$ cat config.mk
export PLATFORM = sky130hd
export DESIGN_NAME = core_sequencer_flat
export DESIGN_NICKNAME = d
export VERILOG_FILES = /design/src/rtl/core_sequencer_pkg.sv /design/src/rtl/core_sequencer_if.sv /design/src/rtl/core_sequencer.sv /design/src/flat_wrapper.sv
export SDC_FILE = /design/constraint.sdc
export NUM_CORES = 1
export LEC_CHECK = 0
export ABC_CLOCK_PERIOD_IN_PS = 1200
export CAP_MARGIN = 20
export CORE_AREA = 8 8 56 58
export DETAILED_ROUTE_END_ITERATION = 8
export DIE_AREA = 0 0 64 66
export GPL_TIMING_DRIVEN = 0
export HOLD_SLACK_MARGIN = 0.02
export PLACE_DENSITY_LB_ADDON = 0.15
export RECOVER_POWER = 25
export SYNTH_ARGS = -nofsm -noshare
export SYNTH_HDL_FRONTEND = slang
export SYNTH_SLANG_ARGS = --single-unit
$ cat constraint.sdc
create_clock -name clk -period 1.2 [get_ports clk]
set_input_delay 0.18 -clock clk [delete_from_list [all_inputs] [get_ports clk]]
set_output_delay 0.18 -clock clk [all_outputs]
set_load 0.005 [all_outputs]
$ cat src/rtl/core_sequencer_pkg.sv
// Shared stage numbers, instruction-class codes and class-decode helpers
// for the Pillar core sequencer.
package core_sequencer_pkg;

  localparam logic [2:0] STG_IDLE   = 3'd0;
  localparam logic [2:0] STG_FETCH  = 3'd1;
  localparam logic [2:0] STG_DECODE = 3'd2;
  localparam logic [2:0] STG_EXEC   = 3'd3;
  localparam logic [2:0] STG_MEM    = 3'd4;
  localparam logic [2:0] STG_WB     = 3'd5;

  localparam logic [4:0] IT_RTYPE  = 5'd0;
  localparam logic [4:0] IT_ITYPE  = 5'd1;
  localparam logic [4:0] IT_STYPE  = 5'd2;
  localparam logic [4:0] IT_LTYPE  = 5'd3;
  localparam logic [4:0] IT_BTYPE  = 5'd4;
  localparam logic [4:0] IT_UTYPE  = 5'd5;
  localparam logic [4:0] IT_JRTYPE = 5'd6;

  function automatic logic is_mem(input logic [4:0] it);
    case (it)
      IT_STYPE, IT_LTYPE: is_mem = 1'b1;
      default:            is_mem = 1'b0;
    endcase
  endfunction

  function automatic logic is_store(input logic [4:0] it);
    case (it)
      IT_STYPE: is_store = 1'b1;
      default:  is_store = 1'b0;
    endcase
  endfunction

  function automatic logic writes_rf(input logic [4:0] it);
    case (it)
      IT_RTYPE, IT_ITYPE, IT_UTYPE, IT_LTYPE, IT_JRTYPE: writes_rf = 1'b1;
      default:                                          writes_rf = 1'b0;
    endcase
  endfunction

  // Branch outcome is already folded into the ALU result, so BTYPE always takes y.
  function automatic logic sel_alu_pc(input logic [4:0] it);
    case (it)
      IT_BTYPE, IT_JRTYPE: sel_alu_pc = 1'b1;
      default:             sel_alu_pc = 1'b0;
    endcase
  endfunction

endpackage

$ cat src/rtl/core_sequencer_if.sv
// Handshake and strobe bundle between the sequencer (master) and the
// imem/dmem/decode/alu/regfile environment (slave).
interface core_sequencer_if;
  logic       run_i;
  logic       imem_req_o;
  logic       imem_ack_i;
  logic       ir_load_o;
  logic       dec_valid_i;
  logic [4:0] itype_i;
  logic       readin_a_o;
  logic       readin_b_o;
  logic       readin_pass_o;
  logic [2:0] stage_o;
  logic       dmem_req_o;
  logic       dmem_we_o;
  logic       dmem_ack_i;
  logic       rf_we_o;
  logic       pc_load_o;
  logic       pc_sel_o;
  logic       retire_o;

  modport master (
    input  run_i, imem_ack_i, dec_valid_i, itype_i, dmem_ack_i,
    output imem_req_o, ir_load_o, readin_a_o, readin_b_o, readin_pass_o,
           stage_o, dmem_req_o, dmem_we_o, rf_we_o, pc_load_o, pc_sel_o, retire_o
  );

  modport slave (
    output run_i, imem_ack_i, dec_valid_i, itype_i, dmem_ack_i,
    input  imem_req_o, ir_load_o, readin_a_o, readin_b_o, readin_pass_o,
           stage_o, dmem_req_o, dmem_we_o, rf_we_o, pc_load_o, pc_sel_o, retire_o
  );
endinterface

$ cat src/rtl/core_sequencer.sv
// Multi-cycle FETCH/DECODE/LATCH/EXECUTE/MEMORY/WRITEBACK sequencer with all outputs registered.
// Define SEQ_SKIP_MEM_EN to let non-memory classes bypass the MEMORY stage.
module core_sequencer
  import core_sequencer_pkg::*;
(
  input  logic               clk,
  input  logic               reset,
  core_sequencer_if.master   bus
);

  typedef enum logic [2:0] {
    S_IDLE, S_FETCH, S_DECODE, S_LATCH, S_EXEC, S_MEM, S_WB
  } state_t;

  state_t     state_r, next_state_s;
  logic [4:0] itype_r;
  logic [2:0] stage_r, stage_s;
  logic       imem_req_r, imem_req_s, ir_load_r, ir_load_s, readin_r, readin_s;
  logic       dmem_req_r, dmem_req_s, dmem_we_r, dmem_we_s;
  logic       rf_we_r, rf_we_s, pc_sel_r, pc_sel_s, wb_r, wb_s;

  // Next-state logic plus the output values that the next state will present.
  always_comb begin
    next_state_s = state_r;
    stage_s      = STG_IDLE;
    case (state_r)
      S_IDLE:   next_state_s = bus.run_i ? S_FETCH : S_IDLE;
      S_FETCH:  next_state_s = bus.imem_ack_i ? S_DECODE : S_FETCH;
      S_DECODE: next_state_s = bus.dec_valid_i ? S_LATCH : S_DECODE;
      S_LATCH:  next_state_s = S_EXEC;
`ifdef SEQ_SKIP_MEM_EN
      S_EXEC:   next_state_s = is_mem(itype_r) ? S_MEM : S_WB;
`else
      S_EXEC:   next_state_s = S_MEM;
`endif
      S_MEM:    next_state_s = (!is_mem(itype_r) || bus.dmem_ack_i) ? S_WB : S_MEM;
      S_WB:     next_state_s = bus.run_i ? S_FETCH : S_IDLE;
      default:  next_state_s = S_IDLE;
    endcase

    case (next_state_s)
      S_IDLE:           stage_s = STG_IDLE;
      S_FETCH:          stage_s = STG_FETCH;
      S_DECODE, S_LATCH: stage_s = STG_DECODE;
      S_EXEC:           stage_s = STG_EXEC;
      S_MEM:            stage_s = STG_MEM;
      S_WB:             stage_s = STG_WB;
      default:          stage_s = STG_IDLE;
    endcase

    // itype_r is latched on DECODE->LATCH, so it is valid whenever MEMORY/WRITEBACK is next.
    imem_req_s = (next_state_s == S_FETCH);
    ir_load_s  = (state_r == S_FETCH) && (next_state_s == S_DECODE);
    readin_s   = (next_state_s == S_LATCH);
    dmem_req_s = (next_state_s == S_MEM) && is_mem(itype_r);
    dmem_we_s  = dmem_req_s && is_store(itype_r);
    wb_s       = (next_state_s == S_WB);
    rf_we_s    = wb_s && writes_rf(itype_r);
    pc_sel_s   = wb_s && sel_alu_pc(itype_r);
  end

  // State, latched instruction class and registered output strobes.
  always_ff @(posedge clk) begin
    if (reset) begin
      state_r    <= S_IDLE;
      itype_r    <= 5'd0;
      stage_r    <= STG_IDLE;
      imem_req_r <= 1'b0;
      ir_load_r  <= 1'b0;
      readin_r   <= 1'b0;
      dmem_req_r <= 1'b0;
      dmem_we_r  <= 1'b0;
      rf_we_r    <= 1'b0;
      pc_sel_r   <= 1'b0;
      wb_r       <= 1'b0;
    end else begin
      state_r    <= next_state_s;
      if (state_r == S_DECODE && bus.dec_valid_i) begin
        itype_r <= bus.itype_i;
      end
      stage_r    <= stage_s;
      imem_req_r <= imem_req_s;
      ir_load_r  <= ir_load_s;
      readin_r   <= readin_s;
      dmem_req_r <= dmem_req_s;
      dmem_we_r  <= dmem_we_s;
      rf_we_r    <= rf_we_s;
      pc_sel_r   <= pc_sel_s;
      wb_r       <= wb_s;
    end
  end

  assign bus.stage_o       = stage_r;
  assign bus.imem_req_o    = imem_req_r;
  assign bus.ir_load_o     = ir_load_r;
  assign bus.readin_a_o    = readin_r;
  assign bus.readin_b_o    = readin_r;
  assign bus.readin_pass_o = readin_r;
  assign bus.dmem_req_o    = dmem_req_r;
  assign bus.dmem_we_o     = dmem_we_r;
  assign bus.rf_we_o       = rf_we_r;
  assign bus.pc_load_o     = wb_r;
  assign bus.pc_sel_o      = pc_sel_r;
  assign bus.retire_o      = wb_r;

endmodule

$ cat src/flat_wrapper.sv
// flat-port wrapper written by rule: the top's interface ports become plain ports
module core_sequencer_flat import core_sequencer_pkg::*;
  (clk, reset, bus_run_i, bus_imem_ack_i, bus_dec_valid_i, bus_itype_i, bus_dmem_ack_i, bus_imem_req_o, bus_ir_load_o, bus_readin_a_o, bus_readin_b_o, bus_readin_pass_o, bus_stage_o, bus_dmem_req_o, bus_dmem_we_o, bus_rf_we_o, bus_pc_load_o, bus_pc_sel_o, bus_retire_o);
  core_sequencer_if bus_i ();
  input  logic clk;
  input  logic reset;
  input wire logic [$bits(bus_i.run_i)-1:0] bus_run_i;
  input wire logic [$bits(bus_i.imem_ack_i)-1:0] bus_imem_ack_i;
  input wire logic [$bits(bus_i.dec_valid_i)-1:0] bus_dec_valid_i;
  input wire logic [$bits(bus_i.itype_i)-1:0] bus_itype_i;
  input wire logic [$bits(bus_i.dmem_ack_i)-1:0] bus_dmem_ack_i;
  output wire logic [$bits(bus_i.imem_req_o)-1:0] bus_imem_req_o;
  output wire logic [$bits(bus_i.ir_load_o)-1:0] bus_ir_load_o;
  output wire logic [$bits(bus_i.readin_a_o)-1:0] bus_readin_a_o;
  output wire logic [$bits(bus_i.readin_b_o)-1:0] bus_readin_b_o;
  output wire logic [$bits(bus_i.readin_pass_o)-1:0] bus_readin_pass_o;
  output wire logic [$bits(bus_i.stage_o)-1:0] bus_stage_o;
  output wire logic [$bits(bus_i.dmem_req_o)-1:0] bus_dmem_req_o;
  output wire logic [$bits(bus_i.dmem_we_o)-1:0] bus_dmem_we_o;
  output wire logic [$bits(bus_i.rf_we_o)-1:0] bus_rf_we_o;
  output wire logic [$bits(bus_i.pc_load_o)-1:0] bus_pc_load_o;
  output wire logic [$bits(bus_i.pc_sel_o)-1:0] bus_pc_sel_o;
  output wire logic [$bits(bus_i.retire_o)-1:0] bus_retire_o;
  assign bus_i.run_i = bus_run_i;
  assign bus_i.imem_ack_i = bus_imem_ack_i;
  assign bus_i.dec_valid_i = bus_dec_valid_i;
  assign bus_i.itype_i = bus_itype_i;
  assign bus_i.dmem_ack_i = bus_dmem_ack_i;
  assign bus_imem_req_o = bus_i.imem_req_o;
  assign bus_ir_load_o = bus_i.ir_load_o;
  assign bus_readin_a_o = bus_i.readin_a_o;
  assign bus_readin_b_o = bus_i.readin_b_o;
  assign bus_readin_pass_o = bus_i.readin_pass_o;
  assign bus_stage_o = bus_i.stage_o;
  assign bus_dmem_req_o = bus_i.dmem_req_o;
  assign bus_dmem_we_o = bus_i.dmem_we_o;
  assign bus_rf_we_o = bus_i.rf_we_o;
  assign bus_pc_load_o = bus_i.pc_load_o;
  assign bus_pc_sel_o = bus_i.pc_sel_o;
  assign bus_retire_o = bus_i.retire_o;
  core_sequencer u_core (.clk(clk), .reset(reset), .bus(bus_i));
endmodule
==> run metrics <==
Hold Slack=0.0713 ns; critical-path cell list=or4b_4 > a2111oi_4 > and2b_2; met3 wire len=124 um; critical path startpoint category=flip-flop; area added between synthesis and finish=47.6%; worst IR drop on VDD=0.721 mV; initial antenna violation count=0; clock tree root buffer cell=clkbuf_4; antenna violation net count after detailed routing=0; Crit path required time=1.46 ns; die area=4220 um^2; Top-Level Pins=25; worst hold path class=in -> reg; data arrival time of the critical path=1.64 ns; Ys Warns=0; Rel. slew slack=65.2%; Pre-antenna DRT Iters=4; first-pass GRT wire length=3240 um; CP peak stage delay=0.58 ns; hold path depth=2; syn avg cell area=10.2 um^2; PD cells=998 nW/um^2; Final Worst Setup Slack=-0.180 ns; #FFs+latches synth=19; final worst-path cycle share=115%; failing checks=negative setup slack; Num CTS Buffers=3; Placed Area=1120 um^2; CTS HTree Levels=1; Slew @ Worst Pin=0.510 ns; Max Used Layer=met4; final core utilization=53.9%; slowest cell on the critical path=or4b_4; top_reg_cell synth=dfxtp_1; Place WS=-0.494 ns; Synthesized Nets=94; leak pwr=0.509 nW; DRT met1 WL=856 um; Avg WL per Cell=12.9 um; FMAX=724 MHz; final instance area=1250 um^2; Largest Register=u_core.itype_r; Clk pin slew, worst setup/hold paths=0.10 ns; Antenna diodes=0; Setup TNS Final=-1.50 ns; GRT Util Overall=9.73%; initial drt markers=14; DIE HEIGHT=66 um; Unique masters post-synth=33; DIE WIDTH=64 um; cell depth of the worst setup path=3; Worst Path Max Fanout=4; number of enable flip-flop cells after synthesis=0; CTS tree=yes; kind of critical path=reg -> reg; DRC Markers=0; CTS Buffer Depth=2; nets@finish=127; Vias=696; WL final=1870 um; hold buffer count at cts=0; crit path buf inv count=0; Routability Congestion=0.801; Async S/R FF share, synth=0%; Worst Clk Skew=0.00653 ns; Final setup viols=15; leading cell type in the layout, fill and taps excluded=dfxtp_1; worst-skew pair later-pin latency=0.30 ns; met2 wire len=832 um; # rows=18; gr ovfl total=0; DP HPWL=1340 um; I/O Buffers=23; Largest register FFs=5; Starting Density=36.5%; register area share after synthesis=44.9%; number of global-route vias before repair=730; Final min period=1.38 ns; Register-to-Register Path Depth=3; Mapped Cells=83; CP delay by family, top=simple AND/OR/NAND/NOR gates; Syn Std Cell Area=847 um^2; CTS sink count=19; unrepaired setup endpoints after global routing=yes; core box area=2320 um^2; Max-Cap Viols=0; outcome=finished, violations left; most frequent cells in the layout=dfxtp_1 (12), dlygate4sd2_1 (11), nor2_1 (10); share of layout cells above drive strength 1=33.0%; Final Slew Violations=0; Setup crit end kind=flip-flop; Fin. Hold Viols=0; Vias/cell=4.80; largest net degree at the start of global routing=11
==> synth_stat cells, drive strengths merged (2+ instances only) <==
cell     instances  area (um^2)
a2111oi          4         66.3
dfxtp           19          380
inv              2         7.51
nand2b           2         12.5
nor2            10         37.5
nor2b            4         25.0
clkbuf           3         12.5
buf              6         47.5
nor3b            2         15.0
nor3             2         10.0
a21oi            4         20.0
mux2i            6         60.1
and3b            2         17.5
o21ai            3         15.0
==> power breakdown <==
| part | internal (mW) | total (mW) | switching (mW) |
|---|---|---|---|
| Combinational | 0.143 | 0.255 | 0.112 |
| Clock | 0.130 | 0.320 | 0.190 |
| Sequential | 0.658 | 0.672 | 0.0143 |
| Total | 0.931 | 1.25 | 0.316 |
==> path summary, 6_finish.rpt <==
path | end | from | slack, ns
max | u_core.bus.dmem_we_o$_SDFF_PP0_ | u_core.itype_r[4]$_SDFFE_PP0P_ | -0.18
min | u_core.bus.readin_a_o$_SDFF_PP0_ | reset | 0.07
max reg2reg | u_core.bus.dmem_we_o$_SDFF_PP0_ | u_core.itype_r[4]$_SDFFE_PP0P_ | -0.18
min reg2reg | u_core.bus.pc_sel_o$_SDFF_PP0_ | u_core.itype_r[0]$_SDFFE_PP0P_ | 0.50
==> worst reg2reg max path: stages (launching register included) <==
cell,delay [ns]
dfxtp_2,0.35
or4b_4,0.58
a2111oi_4,0.23
and2b_2,0.18
==> stage by stage <==
step	cells	power (mW)
after floorplan	83	0.805
final	145	1.25
after global placement	136	0.897
after CTS	145	1.26
after detailed placement	136	0.899
after global routing	145	1.32
==> kinds of logic (layout without fill, tap and decap cells) <==
group,after synthesis,count (layout),share of synthesized area (%)
buffers and inverters,11,43,7.98
xor gates and xnor gates,1,1,1.03
DFF,19,19,44.9
muxes,6,6,7.09
and+or+nand+nor,28,28,20.2
AOI/OAI and AO/OA,18,18,18.8
==> cell type report <==
| class | count | area (um^2) |
|---|---|---|
| Buffer | 9 | 80.1 |
| Clock buffer | 4 | 26.3 |
| Fill cell | 208 | 1070 |
| Inverter | 2 | 7.51 |
| Multi-Input combinational cell | 53 | 440 |
| Sequential cell | 19 | 389 |
| Tap cell | 30 | 37.5 |
| Timing Repair Buffer | 28 | 269 |
==> metal layers <==
layer	global-route usage, %	vias up
met3	3.39	5
met1	10.9	314
met4	7.52	0
met2	14.9	19
met5	0	-
li1	-	358
==> what timing repair did <==
item	in CTS	in global routing
setup endpoints to repair	29	18
pin swaps	5	1
gates resized for setup	37	8
setup buffers	5	1
(Power assumes the default switching activity.)
==> edit 1, RTL diff (config.mk and constraints unchanged) <==
Reset style: asynchronous (`reset`), changed in one clocked block.
--- a/src/rtl/core_sequencer.sv
+++ b/src/rtl/core_sequencer.sv
@@ -60,7 +60,7 @@
   end
 
   // State, latched instruction class and registered output strobes.
-  always_ff @(posedge clk) begin
+  always_ff @(posedge clk or posedge reset) begin
     if (reset) begin
       state_r    <= S_IDLE;
       itype_r    <= 5'd0;
Formal check against the unedited RTL: differs if reset is asserted again (counterexample within 4 cycles, from zero or initial values and one cycle with reset high); with reset held inactive, the same outputs for 10 cycles.
==> edit 1 against the original RTL <==
  * The run still ends with negative setup slack left
  * Clock skew is 0.0030 ns lower
  * Highest routed layer unchanged
  * Final area is 1.4% lower
  * Routed wire length is 6.8% lower
  * Critical endpoint is now u_core.state_r[1]
  * Setup slack worse by 0.010 ns
  * Sequential cell count stayed put
  * Area after synthesis is 1.2% lower
Power is not compared: it rests on default switching activity, and its combinational part moved more than twofold at a synthesized area within 25%.
==> edit 1: results <==
{
  "asyncSetResetFlopFracSynth_pct": 100.0,
  "fill_cells": 226,
  "wirelength_mm": 1.742,
  "dr.pass1.iters": 2,
  "post-place-ws_ns": -0.4676,
  "grt_util_met2_pct": 13.93,
  "detail_route.wirelength.met1_microns": 730,
  "skew_ns": 0.003575,
  "regToRegStartpoint": "u_core.itype_r[4]",
  "placer_congestion": 0.7189,
  "post_route_cells_drive_above_1_share_pct": 30.00,
  "postCtsResizedCells": 22,
  "nNetsFinal": 122,
  "worst-endpoint-arrival_ns": 1.57,
  "io_buffers": 24,
  "leakage_nw": 0.6367,
  "grt_pass1_vias": 660,
  "grt_first_pass_wirelength_mm": 2.884,
  "clk_path_buf_depth": 2,
  "grt_overflow": 0,
  "grt_antenna_before_repair": 0,
  "timing.max_slew.rel_slack_pct": 55.09,
  "global_route.usage.total_pct": 8.640,
  "timing.critical_path.max_delay_family": "simple AND/OR/NAND/NOR gates",
  "yosys-top-cells-count": "19 x dfrtp_1, 6 x nor2b_1, 5 x buf_4, 5 x nor2_1",
  "synth-compound-area-share_pct": 10.01,
  "failed_checks": "negative setup slack",
  "postSynthAreaPerCell_sq_um": 11.31,
  "route.met2.wl_microns": 879,
  "synthDistinctLibCells": 29,
  "global_route.usage.met3_pct": 3.729,
  "placedCellCount": 128,
  "timing.hold.worst.class": "in2async",
  "finalSetupViolations": 10,
  "synth-seq-area-share_pct": 56.80,
  "vias_per_cell": 4.621,
  "detail_route.wl_per_cell_microns": 12.44,
  "synthMuxAreaShare_pct": 5.381,
  "crit_slowest_cell": "or4b_4",
  "final.setup.worst_slack_ns": -0.1908,
  "synthXorXnorAreaFrac_pct": 0,
  "grt_start_max_net_pins": 20,
  "synth.top_cells.by_area": "dfrtp_1 57%, buf_4 4.5%, nor2b_1 4.5%",
  "postPlaceCellArea_sq_mm": 0.001126,
  "met1_usage_pct": 9.018,
  "dpl.hpwl_mm": 1.257,
  "synth_nets": 85,
  "setup_tns_after_final_layout_ns": -1.344,
  "met3_layer_wire_length_in_the_routed_design_microns": 111,
  "result_of_the_run": "complete, but fails checks",
  "cts_inserted_buffers": 3,
  "postSynth.topFlopCell": "dfrtp_1",
  "cp_startpoint": "u_core.itype_r[4]",
  "r2r_cells": 3,
  "critical_path.max_fanout": 3
}
edit 1: cell count changes in the layout (fill, tap and decap cells not counted), sizes merged, moves of 5 or more:
cell	delta
mux2i	-6
dfrtp	+19
dfxtp	-19
nor2	-5
edit 1: cell families after synthesis:
| family | count (synthesis) |
|---|---|
| muxes | 4 |
| AOI/OAI and AO/OA | 12 |
| buffers and inverters | 12 |
| and+or+nand+nor | 27 |
| DFF | 19 |
edit 1: worst paths after layout:
path                                         end  slack [ns]
setup / recovery               u_core.state_r[1]       -0.19
hold / removal             u_core.bus.stage_o[0]        0.42
setup reg to reg               u_core.state_r[1]       -0.19
hold reg to reg                u_core.itype_r[0]        0.59
max in group asynchronous      u_core.itype_r[3]        0.36
min in group clk               u_core.itype_r[1]        0.43
edit 1: cell type report:
cell class	count	area (sq um)	area share (%)
plain buffers	7	50.05	4.061
clock buffers	4	26.28	2.132
inverters	5	18.77	1.523
multi-input cells	43	350.3	28.43
flip-flops and latches	19	475.5	38.58
well taps	30	37.54	3.046
repair buffers	32	274.0	22.23
==> edit 2, RTL diff (same settings) <==
Without the edit above. Add a define of `SEQ_SKIP_MEM_EN`.
--- a/src/rtl/core_sequencer.sv
+++ b/src/rtl/core_sequencer.sv
@@ -1,5 +1,7 @@
 // Multi-cycle FETCH/DECODE/LATCH/EXECUTE/MEMORY/WRITEBACK sequencer with all outputs registered.
 // Define SEQ_SKIP_MEM_EN to let non-memory classes bypass the MEMORY stage.
+`define SEQ_SKIP_MEM_EN
+
 module core_sequencer
   import core_sequencer_pkg::*;
 (
Behaviour: not the same (Yosys sat finds a counterexample within 10 cycles, from zero or initial values and one cycle with reset high).
==> edit 2 against the original RTL <==
  * Die area stayed put
  * Hold slack better by 0.41 ns
  * Final area increased by 9.6%
  * Critical path depth is 2 higher
  * Global-route usage rose by 0.78 points
  * Count of clock-buffer cells in the layout is the same
  * Setup slack got worse by 0.24 ns
  * Routed wire length increased by 22%
  * Area after synthesis decreased by 3.5%
  * Sequential cell count did not move
  * Maximum frequency fell by 15%
  * The run still ends with negative setup slack left
  * Critical endpoint unchanged
  * Via count increased by 11%
  * Total power up 17%
==> edit 2: results <==
{
  "power.share.clock_pct": 22.4,
  "result_of_the_run": "complete, but fails checks",
  "final.setup.worst_slack_ns": -0.4164,
  "hold_path.startpoint": "bus_itype_i[4]",
  "postPlaceCellArea_sq_mm": 0.001100,
  "global_route.usage.total_pct": 10.50,
  "failed_checks": "negative setup slack",
  "postSynthAreaPerCell_sq_um": 9.391,
  "synth_nets": 98,
  "post-place-ws_ns": -0.8975,
  "worst-endpoint-arrival_ns": 1.87,
  "setup_tns_after_final_layout_ns": -5.464,
  "grt_first_pass_wirelength_mm": 3.546,
  "detail_route.iter0.violations": 17,
  "post_route_cells_drive_above_1_share_pct": 38.89,
  "synth-compound-area-share_pct": 11.79,
  "finalSetupViolations": 18,
  "fill_cells": 211,
  "leakage_nw": 0.5685,
  "yosys-top-cells-count": "19 x dfxtp_1, 11 x nor2_1, 5 x a21oi_1, 5 x mux2i_1, 5 x nor3_1",
  "worst_slew_pin_slew_ns": 0.5003,
  "nNetsFinal": 138,
  "synth-seq-area-share_pct": 46.55,
  "detail_route.wl_per_cell_microns": 14.65,
  "synthXorXnorAreaFrac_pct": 1.072,
  "io_buffers": 24
}
## edit 2: cell types whose count changed in the layout (fill, tap and decap cells not counted), sizes merged, moves of 2 or more
cell / change
a2111oi: -4
a21o: +2
and3b: -2
buf: +4
clkdlybuf4s15: +2
nand2: +4
nor3: +3
nor4b: +2
o21ai: -3
## edit 2: critical path: stages, from the launching register on
cell     delay, ns
dfxtp_4       0.37
a211o_1       0.29
or4b_4        0.50
a21oi_4       0.14
and2b_1       0.15
and2b_1       0.11
## edit 2: final timing paths
check,slack [ns],endpoint,cells after the start
hold / removal,0.48,u_core.itype_r[4],3
setup reg to reg,-0.42,u_core.bus.dmem_we_o,5
setup / recovery,-0.42,u_core.bus.dmem_we_o,5
hold reg to reg,0.54,u_core.itype_r[3],2
## edit 2: logic make-up after synthesis
group / after synthesis
AND/OR/NAND/NOR: 39
flip-flops: 19
AO/OA/AOI/OAI: 13
buffers and inverters: 10
multiplexers: 5
XOR/XNOR: 1
## edit 2: routing by layer
layer | GRT usage, % | routed length, microns | vias up
li1 | - | - | 375
met1 | 10.38 | 853 | 360
met2 | 18.57 | 1216 | 34
met3 | 3.898 | 164 | 6
met4 | 6.128 | 51 | 0
met5 | 0 | 0 | -
## edit 2: repair_timing
item | in CTS | in global routing
buffers inserted | 8 | 6
endpoints found under the hold margin | 0 | 0
hold buffers | 0 | 0
pin swaps | 10 | 13
endpoints found under the setup margin | 32 | 21
gates resized for setup | 36 | 25
## edit 2: cell type report
type | count | area, sq um | area share (%)
Buffer | 5 | 41.29 | 3.014
Clock buffer | 4 | 26.28 | 1.918
Inverter | 2 | 7.507 | 0.5479
Multi-Input combinational cell | 58 | 508.0 | 37.08
Sequential cell | 19 | 395.4 | 28.86
Tap cell | 30 | 37.54 | 2.740
Timing Repair Buffer | 38 | 354.1 | 25.84
